### config.mk
export PLATFORM = sky130hd
export DESIGN_NAME = rr_arbiter8
export DESIGN_NICKNAME = d
export VERILOG_FILES = /design/src/rtl/rr_arbiter8_pkg.sv /design/src/rtl/rr_arbiter8_decoder.sv /design/src/rtl/rr_arbiter8.sv
export SDC_FILE = /design/constraint.sdc
export NUM_CORES = 1
export LEC_CHECK = 0
export CAP_MARGIN = 20
export CORE_MARGIN = 5
export CORE_UTILIZATION = 55
export DETAILED_ROUTE_END_ITERATION = 7
export GPL_TIMING_DRIVEN = 1
export PLACE_DENSITY_LB_ADDON = 0.1
export SLEW_MARGIN = 5
export SYNTH_ARGS = -nofsm -noshare
export SYNTH_HDL_FRONTEND = slang
export SYNTH_HIERARCHICAL = 1
export SYNTH_SLANG_ARGS = --single-unit
### constraint.sdc
create_clock -name sys_clk -period 8.6 [get_ports sys_clk]
set_clock_uncertainty 0.15 [all_clocks]
set_input_delay 1.72 -clock sys_clk [delete_from_list [all_inputs] [get_ports sys_clk]]
set_output_delay 1.72 -clock sys_clk [all_outputs]
set_load 0.005 [all_outputs]
### src/rtl/rr_arbiter8_pkg.sv
// -----------------------------------------------------------------------------
// rr_arbiter8_pkg
// Purpose : shared definitions for the eight-requester round-robin arbiter:
//           requester count, grant index width and the arbiter state encoding.
// Ports   : none (package)
// -----------------------------------------------------------------------------
package rr_arbiter8_pkg;

    localparam int N_REQ = 8;
    localparam int IDX_W = 3;

    // IDLE: nobody owns the resource; GRANT: gnt_idx names the current owner.
    typedef enum logic {
        ST_IDLE  = 1'b0,
        ST_GRANT = 1'b1
    } arb_state_t;

endpackage : rr_arbiter8_pkg

### src/rtl/rr_arbiter8_decoder.sv
// -----------------------------------------------------------------------------
// decoder3_8
// Purpose : 3-to-8 one-hot decoder. {in1,in2,in3} forms a binary index with
//           in1 as the most significant bit; out has exactly that bit set.
// Ports   : in1, in2, in3 - index bits (in1 = MSB)
//           out [7:0]     - one-hot decode of the index
// -----------------------------------------------------------------------------
module decoder3_8 (
    input  logic       in1,
    input  logic       in2,
    input  logic       in3,
    output logic [7:0] out
);

    logic [2:0] w_sel;

    assign w_sel = {in1, in2, in3};

    // Binary index to one-hot conversion.
    always_comb begin
        out = 8'h00;
        case (w_sel)
            3'd0:    out = 8'h01;
            3'd1:    out = 8'h02;
            3'd2:    out = 8'h04;
            3'd3:    out = 8'h08;
            3'd4:    out = 8'h10;
            3'd5:    out = 8'h20;
            3'd6:    out = 8'h40;
            3'd7:    out = 8'h80;
            default: out = 8'h00;
        endcase
    end

endmodule : decoder3_8

### src/rtl/rr_arbiter8.sv
// -----------------------------------------------------------------------------
// rr_arbiter8
// Purpose : eight-requester round-robin arbiter with a hold-time limit. The
//           owner index is registered and decoded to a one-hot grant vector.
//           Priority rotates: the search for the next owner starts just after
//           the most recent winner, so every requester is eventually served.
// Params  : HOLD_MAX - max consecutive grant cycles per owner while others
//                      are waiting (2..256)
// Ports   : sys_clk      - clock, all state changes on the rising edge
//           sys_rst      - synchronous active-high reset
//           req   [7:0]  - level requests, one bit per master
//           gnt_idx [2:0]- registered index of the current owner
//           gnt_vld      - registered, high while gnt_idx names an owner
//           gnt   [7:0]  - one-hot grant, all zero when idle
//           rearb        - one-cycle pulse when a new owner takes over
// -----------------------------------------------------------------------------
module rr_arbiter8
    import rr_arbiter8_pkg::*;
#(
    parameter int HOLD_MAX = 16
) (
    input  logic             sys_clk,
    input  logic             sys_rst,
    input  logic [N_REQ-1:0] req,
    output logic [IDX_W-1:0] gnt_idx,
    output logic             gnt_vld,
    output logic [N_REQ-1:0] gnt,
    output logic             rearb
);

    localparam int                HC_W      = $clog2(HOLD_MAX);
    localparam logic [HC_W-1:0]   HOLD_LAST = HC_W'(HOLD_MAX - 1);

    arb_state_t        r_state;
    logic [IDX_W-1:0]  r_gnt_idx;
    logic              r_gnt_vld;
    logic              r_rearb;
    logic [HC_W-1:0]   r_hold_cnt;
    logic [IDX_W-1:0]  r_last_ptr;

    logic [N_REQ-1:0]  w_cur_mask;
    logic [N_REQ-1:0]  w_others;
    logic              w_cur_req;
    logic [IDX_W:0]    w_first;   // {found, index} over all requests
    logic [IDX_W:0]    w_next;    // {found, index} over requests other than owner
    logic [N_REQ-1:0]  w_dec;

    // Rotating find-first: rotate so that ptr+1 lands at bit 0, pick the lowest
    // set bit, then add the rotation back (3-bit add gives the mod-8 wrap).
    function automatic logic [IDX_W:0] find_next(
        input logic [N_REQ-1:0] reqv,
        input logic [IDX_W-1:0] ptr
    );
        logic [IDX_W-1:0]   start;
        logic [2*N_REQ-1:0] dbl;
        logic [N_REQ-1:0]   rot;
        logic [IDX_W-1:0]   idx;
        start = ptr + 3'd1;
        dbl   = {reqv, reqv} >> start;
        rot   = dbl[N_REQ-1:0];
        idx   = 3'd0;
        // Descending scan so the lowest set rotated bit is the last one written.
        for (int k = N_REQ - 1; k >= 0; k--) begin
            if (rot[k]) begin
                idx = start + IDX_W'(k);
            end else begin
                idx = idx;
            end
        end
        return {|rot, idx};
    endfunction

    // Requests competing against the current owner.
    always_comb begin
        w_cur_mask = 8'd1 << r_gnt_idx;
        w_others   = req & ~w_cur_mask;
        w_cur_req  = req[r_gnt_idx];
        w_first    = find_next(req, r_last_ptr);
        w_next     = find_next(w_others, r_last_ptr);
    end

    // Arbitration state machine with registered grant outputs.
    always_ff @(posedge sys_clk) begin
        if (sys_rst) begin
            r_state    <= ST_IDLE;
            r_gnt_idx  <= 3'd0;
            r_gnt_vld  <= 1'b0;
            r_rearb    <= 1'b0;
            r_hold_cnt <= {HC_W{1'b0}};
            r_last_ptr <= 3'd7;
        end else begin
            case (r_state)
                ST_IDLE: begin
                    if (w_first[IDX_W]) begin
                        r_state    <= ST_GRANT;
                        r_gnt_idx  <= w_first[IDX_W-1:0];
                        r_last_ptr <= w_first[IDX_W-1:0];
                        r_gnt_vld  <= 1'b1;
                        r_rearb    <= 1'b1;
                        r_hold_cnt <= {HC_W{1'b0}};
                    end else begin
                        r_rearb    <= 1'b0;
                    end
                end
                ST_GRANT: begin
                    // Release is checked first so it wins over a hold expiry
                    // landing on the same cycle.
                    if (!w_cur_req) begin
                        if (w_next[IDX_W]) begin
                            r_gnt_idx  <= w_next[IDX_W-1:0];
                            r_last_ptr <= w_next[IDX_W-1:0];
                            r_rearb    <= 1'b1;
                            r_hold_cnt <= {HC_W{1'b0}};
                        end else begin
                            r_state    <= ST_IDLE;
                            r_gnt_vld  <= 1'b0;
                            r_rearb    <= 1'b0;
                            r_hold_cnt <= {HC_W{1'b0}};
                        end
                    end else if (r_hold_cnt == HOLD_LAST) begin
                        if (w_next[IDX_W]) begin
                            r_gnt_idx  <= w_next[IDX_W-1:0];
                            r_last_ptr <= w_next[IDX_W-1:0];
                            r_rearb    <= 1'b1;
                            r_hold_cnt <= {HC_W{1'b0}};
                        end else begin
                            // Nobody waiting: keep the owner, restart the window.
                            r_rearb    <= 1'b0;
                            r_hold_cnt <= {HC_W{1'b0}};
                        end
                    end else begin
                        r_rearb    <= 1'b0;
                        r_hold_cnt <= r_hold_cnt + HC_W'(1);
                    end
                end
                default: begin
                    r_state    <= ST_IDLE;
                    r_gnt_idx  <= 3'd0;
                    r_gnt_vld  <= 1'b0;
                    r_rearb    <= 1'b0;
                    r_hold_cnt <= {HC_W{1'b0}};
                    r_last_ptr <= 3'd7;
                end
            endcase
        end
    end

    decoder3_8 decoder3_8_inst (
        .in1 (r_gnt_idx[2]),
        .in2 (r_gnt_idx[1]),
        .in3 (r_gnt_idx[0]),
        .out (w_dec)
    );

    assign gnt_idx = r_gnt_idx;
    assign gnt_vld = r_gnt_vld;
    assign rearb   = r_rearb;
    assign gnt     = w_dec & {N_REQ{r_gnt_vld}};

endmodule : rr_arbiter8

==> run_results.csv <==
group,metric,value,unit
worst_setup_path,cp_max_fo,51,
min_path,min_from,"r_hold_cnt[2]",
grt,gr-total-overflow,0,
sta,final-setup-viol-count,0,
cells_and_area,design.final.nets,350,
route,via_count,2792,
min_path,min_path_type,"flip-flop to flip-flop",
route,viasPerCell,7.16,
clock_tree,clock-sinks,13,
synthesis,synthFlopType,"dfxtp_1",
cells_and_area,multi_input_area,2180,sq um
cells_and_area,regArea,262,sq um
floorplanning,core,4660,sq um
worst_setup_path,r2r-end,"r_last_ptr[2]",
sta,final_period_minus_worst_setup_slack,5.02,ns
grt,grt_pass1_wl,11.8,mm
worst_setup_path,reg2reg_depth,12,
cells_and_area,fill_cells,439,
job,cap_violations,0,
grt,antenna_found_initial,0,
synthesis,synthesis.nets,353,
synthesis,synth_top_area_share,11.2,%
route,ant_nets,0,
worst_setup_path,slowest_stage,"dfxtp_2",
floorplanning,num_rows,25,
worst_setup_path,path_cells,"clkinv_1 -> ha_1 -> buf_4 -> mux4_2 -> nor2_1 -> and4_1 -> and2_1 -> a21oi_1 -> o31ai_1 -> buf_4 -> nor4_1 -> a211o_1",
cells_and_area,n_antenna_cell,0,
synthesis,synth.avg_cell_area,7.66,sq um
placement,port_buffers,22,
min_path,min_path_cells,2,
route,dr.pass1.iters,5,
placement,place_congestion,0.930,
synthesis,netlist_area,2600,sq um
cells_and_area,final_cell_area,2830,sq um
outcome,status,"finished, final reports clean",
synthesis,yosysTopAreaCell,"mux4_2",
worst_setup_path,required,8.58,ns
floorplanning,fp.dieH,78.8,um
grt,globalRouteTotalUtil,23.2,%
worst_setup_path,r2r_slack,3.58,ns
grt,grt_pass1_vias,2318,
cells_and_area,layout-drive-gt1-share,11.3,%
worst_setup_path,crit_path_max_incr_delay,0.97,ns
clock_tree,cts_tree,"done",
synthesis,ys_seq_area_share,10.0,%
worst_setup_path,crit_top_cell,"buf_4",
sta,worst_pin_slew,0.984,ns
floorplanning,die_area,6210,sq um
route,route.detailed.drc,0,
floorplanning,chipWidth,78.8,um
sta,rsz0062_at_grt,"no",
sta,period_share,58.3,%
floorplanning,boundaryPins,23,
clock_tree,worstSkewPairLatency,0.24,ns
sta,slew_viol_final,0,
synthesis,synth_seq_cells,13,
sta,finalHoldViolCount,0,
clock_tree,hold_buffers,0,
clock_tree,post_cts_buffers,0,
worst_setup_path,arrival,5.00,ns
min_path,hold-path-endpoint,"r_hold_cnt[2]",
worst_setup_path,reg2reg_from,"r_last_ptr[0]",
worst_setup_path,path_class,"flip-flop to flip-flop",
synthesis,yosys_warnings,6,
cells_and_area,utilization,60.7,%
floorplanning,start_util,55.9,%
clock_tree,clk_transition_reported_paths,0.06,ns
sta,fin_setup_tns,0,ns
route,wirelength,7.28,mm
clock_tree,clock_path_buffers,2,
sta,fmax,199,MHz
sta,slew_headroom,34.4,%
cells_and_area,area.growth.synth_to_final,8.60,%
worst_setup_path,end_kind,"flip-flop",
synthesis,synth_top_cells_by_area,"mux4_2, dfxtp_1, mux2i_1",
worst_setup_path,startpoint_type,"flip-flop",
synthesis,syn_inst,340,
route,drt_iter0_drc,269,
clock_tree,cts_root_buf,"clkbuf_8",
placement,hpwl,5.27,mm
worst_setup_path,critPathBufInv,3,
synthesis,yosys.cell_types.count,76,
route,wl_per_cell,18.7,um
synthesis,async_flop_share,0,%
placement,placed_area,2780,sq um
worst_setup_path,crit_family,"buffers and inverters",
clock_tree,numCtsBuffers,3,
clock_tree,cts_resized,0,
grt,grt_max_degree,52,
worst_setup_path,path_depth,12,
synthesis,synth_edf_count,0,
clock_tree,h-tree-depth,1,
-- kinds of logic (layout without fill, tap and decap cells) --
logic type	Yosys count	in the layout	synth area share [%]
xor gates and xnor gates	5	5	1.68
DFF	13	13	10.0
AOI/OAI and AO/OA	108	108	31.3
adders and majority gates	3	3	1.44
buffers and inverters	41	37	6.97
and+or+nand+nor	137	137	28.9
muxes	33	33	19.7
-- layer usage --
layer	GRT usage (%)	wire length, um
met3	1.25	521
met4	5.59	117
met1	34.8	3260
met5	0	0
met2	36.4	3380
-- layout by cell type, fill, tap and decap left out, drive strengths merged, types with 3 or more instances in the layout --
cell type / Yosys / final
nor4: 5 / 5
a211oi: 9 / 9
xor2: 3 / 3
nand2: 30 / 30
nor3b: 8 / 8
o211ai: 3 / 3
o32ai: 5 / 5
a31oi: 4 / 4
buf: 16 / 4
nor2: 28 / 28
o31ai: 5 / 5
and2: 11 / 11
mux2i: 15 / 15
o21ai: 9 / 9
and3b: 6 / 6
a21oi: 21 / 21
a211o: 3 / 3
o221ai: 5 / 5
o311ai: 3 / 3
nand2b: 6 / 6
dfxtp: 13 / 13
nor2b: 11 / 11
clkdlybuf4s50: 0 / 22
a22oi: 4 / 4
clkbuf: 18 / 4
o22ai: 10 / 10
inv: 5 / 5
nor3: 7 / 7
mux4: 14 / 14
ha: 3 / 3
nand3: 11 / 11
mux2: 4 / 4
nand3b: 3 / 3
-- cells in the mapped netlist (6+ instances only) --
| cell type | n |
|---|---|
| a211oi_1 | 9 |
| nor2b_1 | 11 |
| dfxtp_1 | 13 |
| buf_2 | 13 |
| mux2i_1 | 15 |
| nand2_1 | 30 |
| and2_1 | 10 |
| nor2_1 | 28 |
| nor3b_1 | 6 |
| o22ai_1 | 9 |
| mux4_2 | 13 |
| clkbuf_1 | 18 |
| o21ai_0 | 8 |
| a21oi_1 | 20 |
| nor3_1 | 7 |
| nand3_1 | 11 |
| nand2b_1 | 6 |
-- worst reg2reg max path: cells and delay by family, from the launching register on --
family	cells	cell delay, ns
simple gates	4	0.77
flops	1	0.97
mux	1	0.68
compound gates	3	0.41
buf+inv	3	1.17
fa+ha+maj	1	0.75
-- worst max-delay path by stage --
stage | from | end | slack, ns
floorplan | req[4] | gnt_idx[1] | 4.59
global placement | r_last_ptr[0] | r_last_ptr[2] | 3.76
detailed placement | r_last_ptr[0] | r_last_ptr[2] | 3.68
CTS | r_last_ptr[0] | r_last_ptr[2] | 3.66
global route | r_last_ptr[0] | gnt_idx[2] | 3.22
finish | r_last_ptr[0] | r_last_ptr[2] | 3.58
-- cell type report --
| type | instances | share of cell area (%) |
|---|---|---|
| Clock buffer | 4 | 1.59 |
| Tap cell | 54 | 2.39 |
| Sequential cell | 13 | 9.25 |
| Timing Repair Buffer | 26 | 8.85 |
| Multi-Input combinational cell | 286 | 77.0 |
| Inverter | 7 | 0.929 |
-- per-stage QoR --
stage          worst slack [ns]  hold WS (ns)  cells
2_1_floorplan              4.59         0.321    340
3_3_place_gp               3.76         0.352    386
3_5_place_dp               3.68         0.367    386
4_1_cts                    3.66         0.381    390
5_1_grt                    3.22         0.418    390
6_report                   3.58         0.380    390
-- sequential cells by signal (all words and copies together) (netlist names) --
| signal | flops |
|---|---|
| gnt_idx | 3 |
| rearb | 1 |
| r_state | 1 |
| gnt_vld | 1 |
| r_last_ptr | 3 |
| r_hold_cnt | 4 |
Power is not shown: default switching activity piles up to over one toggle a cycle in this logic, so the estimate is an artifact.
